$ cat src/rtl/tinycore_pkg.sv
// Shared definitions for the tiny accumulator core: opcodes, run-state encodings, default widths.
package tinycore_pkg;

  localparam int unsigned AW_DEF = 4;
  localparam int unsigned DW_DEF = 8;

  localparam logic [2:0] OP_ADD = 3'b000;
  localparam logic [2:0] OP_SUB = 3'b001;
  localparam logic [2:0] OP_LDI = 3'b010;
  localparam logic [2:0] OP_JMP = 3'b011;
  localparam logic [2:0] OP_BEQ = 3'b100;
  localparam logic [2:0] OP_STR = 3'b101;

  typedef enum logic [1:0] {
    ST_HALT = 2'b00,
    ST_RUN  = 2'b01,
    ST_STEP = 2'b10
  } run_state_e;

  // Saturating 4-bit increment toward a ceiling.
  function automatic logic [3:0] sat_inc4(input logic [3:0] v, input logic [3:0] ceil);
    sat_inc4 = (v >= ceil) ? ceil : v + 4'd1;
  endfunction

endpackage

$ cat src/rtl/tinycore_imem.sv
// Single-port synchronous instruction RAM; read data registered and held when not reading.
module tinycore_imem
  import tinycore_pkg::*;
#(
  parameter int unsigned AW    = AW_DEF,
  parameter int unsigned DEPTH = 16,
  parameter int unsigned DW    = DW_DEF
) (
  input  logic          clk,
  input  logic          rst_n,
  input  logic          we,
  input  logic          re,
  input  logic [AW-1:0] addr,
  input  logic [DW-1:0] wdata,
  output logic [DW-1:0] rdata
);

  logic [DW-1:0] mem [DEPTH];
  logic [DW-1:0] rdata_d, rdata_q;

  // Read register keeps the last fetched word until the next granted read.
  always_comb begin
    rdata_d = rdata_q;
    if (re) rdata_d = mem[addr];
  end

  // Memory array is never reset; only the write port touches it.
  always_ff @(posedge clk) begin
    if (we) mem[addr] <= wdata;
  end

  // Read data register, cleared on reset.
  always_ff @(posedge clk) begin
    if (!rst_n) rdata_q <= '0;
    else        rdata_q <= rdata_d;
  end

  assign rdata = rdata_q;

endmodule

$ cat src/rtl/tinycore_imem_sched.sv
// Run controller (HALT/RUN/STEP) and fetch/load arbiter for the shared instruction memory.
module tinycore_imem_sched
  import tinycore_pkg::*;
#(
  parameter int unsigned AW          = AW_DEF,
  parameter int unsigned DEPTH       = 16,
  parameter int unsigned DW          = DW_DEF,
  parameter int unsigned MAX_WAIT    = 4,
  parameter int unsigned STEP_CYCLES = 2
) (
  input  logic          clk,
  input  logic          rst_n,
  input  logic          ena,
  input  logic          cmd_run,
  input  logic          cmd_halt,
  input  logic          cmd_step,
  input  logic          ld_valid,
  output logic          ld_ready,
  input  logic [AW-1:0] ld_addr,
  input  logic [DW-1:0] ld_data,
  input  logic          fetch_req,
  input  logic [AW-1:0] fetch_addr,
  output logic          fetch_valid,
  output logic [DW-1:0] fetch_data,
  output logic          fetch_stall,
  output logic          core_en,
  output logic [1:0]    run_state
);

  localparam logic [3:0] MAX_WAIT_C  = 4'(MAX_WAIT);
  localparam logic [3:0] STEP_LOAD_C = 4'(STEP_CYCLES - 1);

  run_state_e state_d, state_q;
  logic [3:0] wait_cnt_d, wait_cnt_q;
  logic [3:0] step_cnt_d, step_cnt_q;
  logic       core_en_d, core_en_q;
  logic       fetch_valid_d, fetch_valid_q;
  logic       act;
  logic       mem_we;
  logic       fetch_grant;

  // Arbitration: one memory access per cycle; nothing is granted while frozen or in reset.
  always_comb begin
    act         = ena & rst_n;
    ld_ready    = 1'b0;
    fetch_grant = 1'b0;
    if (act) begin
      if (state_q == ST_HALT) begin
        ld_ready    = 1'b1;
        fetch_grant = fetch_req & ~ld_valid;
      end else begin
        ld_ready    = ~fetch_req | (wait_cnt_q == MAX_WAIT_C);
        // A forced load slot steals the cycle from the fetch.
        fetch_grant = fetch_req & ~(ld_valid & ld_ready);
      end
    end
    mem_we      = ld_valid & ld_ready;
    fetch_stall = act & fetch_req & ~fetch_grant;
  end

  // Next-state for run FSM, step/wait counters, core enable and fetch valid.
  always_comb begin
    state_d       = state_q;
    wait_cnt_d    = wait_cnt_q;
    step_cnt_d    = step_cnt_q;
    core_en_d     = core_en_q;
    fetch_valid_d = 1'b0;
    if (ena) begin
      fetch_valid_d = fetch_grant;
      if (!ld_valid || ld_ready) wait_cnt_d = '0;
      else                       wait_cnt_d = sat_inc4(wait_cnt_q, MAX_WAIT_C);
      if (cmd_halt) begin
        state_d = ST_HALT;
      end else begin
        unique case (state_q)
          ST_HALT: begin
            if (cmd_step) begin
              state_d    = ST_STEP;
              step_cnt_d = STEP_LOAD_C;
            end else if (cmd_run) begin
              state_d = ST_RUN;
            end
          end
          ST_RUN: state_d = ST_RUN;
          ST_STEP: begin
            if (cmd_run)                  state_d = ST_RUN;
            else if (step_cnt_q == 4'd0)  state_d = ST_HALT;
            else                          step_cnt_d = step_cnt_q - 4'd1;
          end
          default: state_d = ST_HALT;
        endcase
      end
      core_en_d = (state_d != ST_HALT);
    end
  end

  // Control registers with synchronous active-low reset.
  always_ff @(posedge clk) begin
    if (!rst_n) begin
      state_q       <= ST_HALT;
      wait_cnt_q    <= '0;
      step_cnt_q    <= '0;
      core_en_q     <= 1'b0;
      fetch_valid_q <= 1'b0;
    end else begin
      state_q       <= state_d;
      wait_cnt_q    <= wait_cnt_d;
      step_cnt_q    <= step_cnt_d;
      core_en_q     <= core_en_d;
      fetch_valid_q <= fetch_valid_d;
    end
  end

  tinycore_imem #(
    .AW   (AW),
    .DEPTH(DEPTH),
    .DW   (DW)
  ) u_imem (
    .clk  (clk),
    .rst_n(rst_n),
    .we   (mem_we),
    .re   (fetch_grant),
    .addr (mem_we ? ld_addr : fetch_addr),
    .wdata(ld_data),
    .rdata(fetch_data)
  );

  assign core_en     = core_en_q;
  assign fetch_valid = fetch_valid_q;
  assign run_state   = state_q;

endmodule

$ cat config.mk
export PLATFORM = sky130hd
export DESIGN_NAME = tinycore_imem_sched
export DESIGN_NICKNAME = d
export VERILOG_FILES = /design/src/rtl/tinycore_pkg.sv /design/src/rtl/tinycore_imem.sv /design/src/rtl/tinycore_imem_sched.sv
export SDC_FILE = /design/constraint.sdc
export NUM_CORES = 1
export LEC_CHECK = 0
export BUFFER_PORTS_ARGS = -buffer_cell sky130_fd_sc_hd__buf_2
export CORE_UTILIZATION = 62
export CTS_BUF_LIST = sky130_fd_sc_hd__clkbuf_8
export DETAILED_ROUTE_END_ITERATION = 8
export PLACE_DENSITY = 0.79
export REMOVE_ABC_BUFFERS = 1
export SLEW_MARGIN = 20
export SYNTH_ARGS = -nofsm -noshare
export SYNTH_HDL_FRONTEND = slang
export SYNTH_SLANG_ARGS = --single-unit
$ cat constraint.sdc
create_clock -name clk -period 2.9 [get_ports clk]
set_input_delay 0.435 -clock clk [delete_from_list [all_inputs] [get_ports clk]]
set_output_delay 0.435 -clock clk [all_outputs]
set_load 0.05 [all_outputs]
# Word-level counts from Yosys, hierarchy flattened

Memories as Yosys holds them, arrays and structs flattened. A register that Yosys moved wholly into a read port is not among the register bits.
Cells that the tools add are included.

Bits in registers: 12
Logic and storage cells: 57
Memories: 1
Bits in writable memories: 128
Output and inout bits: 14
Input bits: 24

Bitwise logic cells: 13
Eq/ne operators: 6
$lt $le $gt $ge: 1
Reduce and logical (&&, ||, !) cells: 9
Mux-type cells: 20
$add $sub $neg: 2

Memories:

| memory     | words | width | read ports | clocked after Yosys merged registers in | wr ports | line                | RTL |
|---|---|---|---|---|---|---|---|
| u_imem.mem | 16    | 8     | 1          | 1                                       | 1        | tinycore_imem.sv:18 | `logic [DW-1:0] mem [DEPTH];` |

Operators by type and width:

| cell                                                               | number |
|---|---|
| 2-to-1 mux 4 bit                                                   | 6 |
| 2-to-1 mux 2 bit                                                   | 6 |
| case mux 4 bit (2 select lines)                                    | 1 |
| bitwise AND 1 bit                                                  | 7 |
| 2-to-1 mux 1 bit                                                   | 6 |
| != test 2 bit (second input constant)                              | 3 |
| case mux 2 bit (3 select lines)                                    | 1 |
| AND reduction 6 bit                                                | 1 |
| NOT 1 bit                                                          | 5 |
| adder 4 x 1 -> 4 bit (second input constant)                       | 1 |
| equality test 4 x 3 -> 1 bit (second input constant)               | 1 |
| greater-or-equal comparator 4 x 3 -> 1 bit (second input constant) | 1 |
| logical NOT 4 bit                                                  | 1 |
| nonzero test 2 bit                                                 | 2 |
| subtractor 4 x 1 -> 4 bit (second input constant)                  | 1 |
| equality test 2 x 1 -> 1 bit (second input constant)               | 1 |
| equality test 2 bit (second input constant)                        | 1 |
| logical NOT 1 bit                                                  | 2 |
| logical NOT 2 bit                                                  | 1 |
| AND reduction 2 bit                                                | 1 |
| logical OR 1 bit                                                   | 1 |
| bitwise OR 1 bit                                                   | 1 |

# Depth between registers and ports, before layout

Word-level depth: 9
Gate-level depth with buffers: 10
Gate-level depth less buffers: 8

# Modules after synthesis

From an unflattened synthesis, not the netlist that was laid out.

Cells, all modules: 389
Area total of the unflattened synthesis: 6,127.1 um^2

Modules (own cells, without submodules):

| module              | area each (um^2) | cells an instance | instances |
|---|---|---|---|
| tinycore_imem       | 5,343.9          | 294               | 1 |
| tinycore_imem_sched | 783.3            | 95                | 1 |

# Least setup slack after synthesis

Ideal clock, no wire load.

Path kind: reg2reg
Start point: reg state_q[1], in the netlist run_state[1]
End point: mem u_imem.mem[4][0] in the netlist's numbering (enable)
Data arrival time: 2.243 ns
Library setup time: 0.383 ns
Path buffers: 2
Cell stages (with the launch flop): 7
Slack: 0.274 ns
Period minus slack after synthesis: 2.626 ns
Data required time: 2.517 ns
Cell sequence: dfxtp_1 -> o21ai_1 -> o21ai_1 -> buf_2 -> buf_2 -> nand2_1 -> nor3_1

Longest elaborated chain between the ends: 6
Elaborated cells on any way between the ends: 7
Classes of those cells: 5 x mux; 1 x bitwise; 1 x reduce/logical

RTL lines:

| item                                   | line                       | RTL |
|---|---|---|
| start: declaration                     | tinycore_imem_sched.sv:33  | `run_state_e state_d, state_q;` |
| start signal: assignment               | tinycore_imem_sched.sv:106 | `state_q <= state_d;` |
| logical NOT 2 bit (*)                  | tinycore_imem_sched.sv:48  | `if (state_q == ST_HALT) begin` |
| 2-to-1 mux 1 bit (*)                   | tinycore_imem_sched.sv:48  |  |
| 2-to-1 mux 1 bit (*)                   | tinycore_imem_sched.sv:47  | `if (act) begin` |
| bitwise AND 1 bit (*)                  | tinycore_imem_sched.sv:57  | `mem_we = ld_valid & ld_ready;` |
| 2-to-1 mux 1 bit                       | tinycore_imem.sv:29        | `if (we) mem[addr] <= wdata;` |
| 2-to-1 mux 1 bit (not written as such) | tinycore_imem.sv:29        |  |
| end: declaration                       | tinycore_imem.sv:18        |  |

Every way passes the cells marked *; elsewhere a longest branch is shown, timed or not.

# Worst setup path in the final report

Start point: reg wait_cnt_q[0]
End point: reg u_imem.rdata_q[5], in the netlist u_imem.rdata[5], read port of u_imem.mem

Longest elaborated chain between the ends: 7
Elaborated cells on any way between the ends: 11
Classes of those cells: 1 x eq/ne; 5 x mux; 5 x bitwise

RTL lines:

| item                             | line                       | RTL |
|---|---|---|
| start: declaration               | tinycore_imem_sched.sv:34  | `logic [3:0] wait_cnt_d, wait_cnt_q;` |
| start signal: assignment         | tinycore_imem_sched.sv:107 | `wait_cnt_q <= wait_cnt_d;` |
| equality test 4 x 3 -> 1 bit (*) | tinycore_imem_sched.sv:52  | `ld_ready = ~fetch_req \| (wait_cnt_q == MAX_WAIT_C);` |
| bitwise OR 1 bit (*)             | tinycore_imem_sched.sv:52  |  |
| bitwise AND 1 bit                | tinycore_imem_sched.sv:54  | `fetch_grant = fetch_req & ~(ld_valid & ld_ready);` |
| NOT 1 bit                        | tinycore_imem_sched.sv:54  |  |
| bitwise AND 1 bit                | tinycore_imem_sched.sv:54  |  |
| 2-to-1 mux 1 bit                 | tinycore_imem_sched.sv:48  |  |
| 2-to-1 mux 1 bit                 | tinycore_imem_sched.sv:47  |  |
| end: declaration                 | tinycore_imem.sv:19        | `logic [DW-1:0] rdata_d, rdata_q;` |

Marks and branches as above.
A chain may end at the register's enable or synchronous reset.

==> summary.md <==
| Metric | Value |
|---|---|
| Prevailing post-synth register cell | `edfxtp_1` |
| Post-Place Cells | `~700` |
| IO buf count | `37` |
| Synthesized netlist cell count | `approximately 530` |
| Site Rows | `36` |
| Clk sink count | `between 100 and 150` |
| FF-to-FF End | `u_imem.rdata[5]` |
| Reg2reg setup slack | `0.09 ns` |
| Final Critical Period | `between 2 and 3 ns` |
| Slew Limit Fails | `0` |
| Yosys top cell area share | `approximately three fifths` |
| Non-Filler Instances | `between 700 and 800` |
| Die Y | `104 µm` |
| Peak VDD IR | `0.464 mV` |
| Crit-path max FO | `10` |
| DIE AREA | `10700 µm²` |
| # diodes | `0` |
| Pre-antenna DRT Iters | `5` |
| # hold bufs at CTS | `0` |
| Leakage power | `~2.4 nW` |
| Layout cells sized above 1 | `between 10% and 20%` |
| Post-CTS Setup Inserts | `0` |
| WP data required | `3.21 ns` |
| Clock Skew | `roughly 0.014 ns` |
| Synth cell count leaders | `128 x edfxtp_1, 77 x a21oi_1, 71 x nand3_1` |
| Overall via count from detail_route | `between 4000 and 5000` |
| IO Count | `38` |
| Critical Path Start | `wait_cnt_q[0]` |
| Critical Path Start Type | `register` |
| Syn_area_per_cell | `12.1 µm²` |
| Placed Area | `around 6800 µm²` |
| Final setup margin | `0.0933 ns` |
| CTS buffer count | `17` |
| Post-route cell area | `between 7000 and 8000 µm²` |
| First-pass GRT wire length | `between 20000 and 25000 µm` |
| Worst Hold Class | `input pin to register` |
| Clock root buffer | `clkbuf_8` |
| Crit Path Class | `register to register` |
| CP endpoint kind | `register` |
| Critical Path AT | `3.11 ns` |
| # setup viols final | `0` |
| TritonCTS clock tree | `yes` |
| Seq/Total Area, Yosys | `66.4%` |
| Worst Tran Pin Value | `0.941 ns` |
| Dpl hpwl | `between 9000 and 10000 µm` |
| FMAX | `~360 MHz` |
| YS warnings | `0` |
| Pre-CTS setup slack | `roughly 0.10 ns` |
| Clock Path Buffers | `2` |
| Tot GR Track Use | `29.9%` |
| Fin crit share | `about 97%` |
| Clk pin slew, worst setup/hold paths | `~0.080 ns` |
| Die width | `between 100 and 150 µm` |
| Status | `completed` |
| WL final | `approximately 15000 µm` |
| Core box area | `9860 µm²` |
| Cell Area, Synth | `6390 µm²` |
| Antenna-violating nets left | `0` |
| H-tree depth | `4` |
| Synth Register Bits | `approximately 150` |
| Worst-Skew Late Latency | `around 0.46 ns` |
| Final #Nets | `slightly above 600` |
| Post-synthesis cell type count | `47` |
| Worst r2r path cells | `9` |
| # DRC | `0` |
| Starting density of the core | `64.8%` |
| Post-CTS resize count | `0` |
| Final hold vios | `0` |
| Global route total overflow | `0` |
| Async SR Flop Fraction | `0%` |
| Initial antenna violation count | `0` |
| Critical Path End | `u_imem.rdata[5]` |
| DR vias/cell | `6.44` |
| Area growth syn-to-layout | `12.5%` |
| Rel. slew slack | `a little under two fifths` |
| Detailed Route Iter0 Violations | `520` |
| Count leader, synth | `edfxtp_1` |
| Number of global-route vias before repair | `4441` |
| Unrepaired setup endpoints after global routing | `false` |
| Post-synth top area cell | `edfxtp_1` |
| Number of flops mapped to enable cells by yosys | `~130` |
| # Max-Cap Violations | `0` |
| Wire per inst | `around 20 µm` |
| Largest net degree at the start of global routing | `between 60 and 70` |
| Final GP Congestion | `between 0.8 and 0.9` |
| Ranking of synthesized cells by area | `edfxtp_1 60%, dfxtp_1 6.3%, a21oi_1 6.0%` |
| Crit Reg-Reg Startpoint | `wait_cnt_q[0]` |
| Pwr/cell area | `between 500 and 600 nW/µm²` |
==> cell families (layout without fill, tap and decap cells) <==
logic type               Yosys count  after routing  synth area share (%)
AO/OA/AOI/OAI                    176            176                  15.8
XOR/XNOR                           2              2                 0.274
adder cells (fa/ha/maj)            4              4                 0.784
buffers and inverters             45            107                  3.66
flip-flops                       148            148                  66.4
multiplexers                       3              3                 0.588
AND/OR/NAND/NOR                  150            150                  12.5
==> report_power, final <==
| group | switching (mW) | internal [mW] | leakage, nW |
|---|---|---|---|
| combinational | 0.266 | 0.111 | 0.920 |
| clock | 0.760 | 0.629 | 0.181 |
| sequential | 0.0114 | 2.33 | 1.31 |
| total | 1.04 | 3.07 | 2.42 |
==> stage by stage <==
| step | hold WS [ns] | utilization [%] | total power, mW | TNS, ns |
|---|---|---|---|---|
| 2_1_floorplan | 0.445 | - | 2.60 | -99.94 |
| 3_3_place_gp | 0.471 | 69.3 | 2.75 | 0 |
| 3_5_place_dp | 0.485 | 69.4 | 2.76 | 0 |
| 4_1_cts | 0.286 | 72.8 | 4.12 | 0 |
| 5_1_grt | 0.295 | 72.8 | 4.24 | 0 |
| 6_report | 0.305 | 72.8 | 4.10 | 0 |
==> worst min path at each step <==
stage                        startpoint            end  slack (ns)  cells past startpoint
after floorplan           wait_cnt_q[3]  wait_cnt_q[3]        0.44                      2
after global placement    wait_cnt_q[3]  wait_cnt_q[3]        0.47                      2
after detailed placement  wait_cnt_q[3]  wait_cnt_q[3]        0.48                      2
after CTS                         rst_n   run_state[1]        0.29                      2
after global routing              rst_n        core_en        0.29                      2
final                             rst_n   run_state[1]        0.30                      2
==> worst max-delay path, stage by stage (launching register included) <==
cell     delay (ns)
dfxtp_1        0.33
inv_1          0.07
ha_1           0.22
and3b_1        0.32
o21ai_2        0.12
buf_4          0.22
a32oi_2        0.52
a21oi_1        0.13
nor4_1         0.57
a31oi_1        0.16
==> cell type report <==
type,count,area (µm²)
fillers,671,2680
repair buffers,65,420
well taps,133,166
clock buffers,19,262
clock inverters,13,82.6
flip-flops and latches,148,4240
inverters,10,37.5
multi-input cells,335,1970
==> sequential cells by signal (all words and copies together) (netlist names) <==
name / flops
u_imem.mem: 128
fetch_valid: 1
wait_cnt_q: 4
step_cnt_q: 4
run_state: 2
core_en: 1
u_imem.rdata: 8
==> routing by layer <==
metal,GRT usage (%),vias to the layer above,wire length (µm)
met5,0,-,0
met4,12.5,0,420
met2,47.8,260,7250
met1,38.9,2234,5690
li1,-,2126,-
met3,7.99,39,1490
==> cell usage in the layout (no fill, tap or decap), types with 9 or more instances in the layout <==
cell and count:
a21oi_1 77, a31oi_1 9, buf_2 37, buf_4 26
clkbuf_8 19, dfxtp_1 20, edfxtp_1 128, inv_1 11
nand3_1 71, nor2_1 18, nor4_1 16, o21ai_0 38
o21ai_1 29
Note: power is estimated with default switching activity, not from simulation.
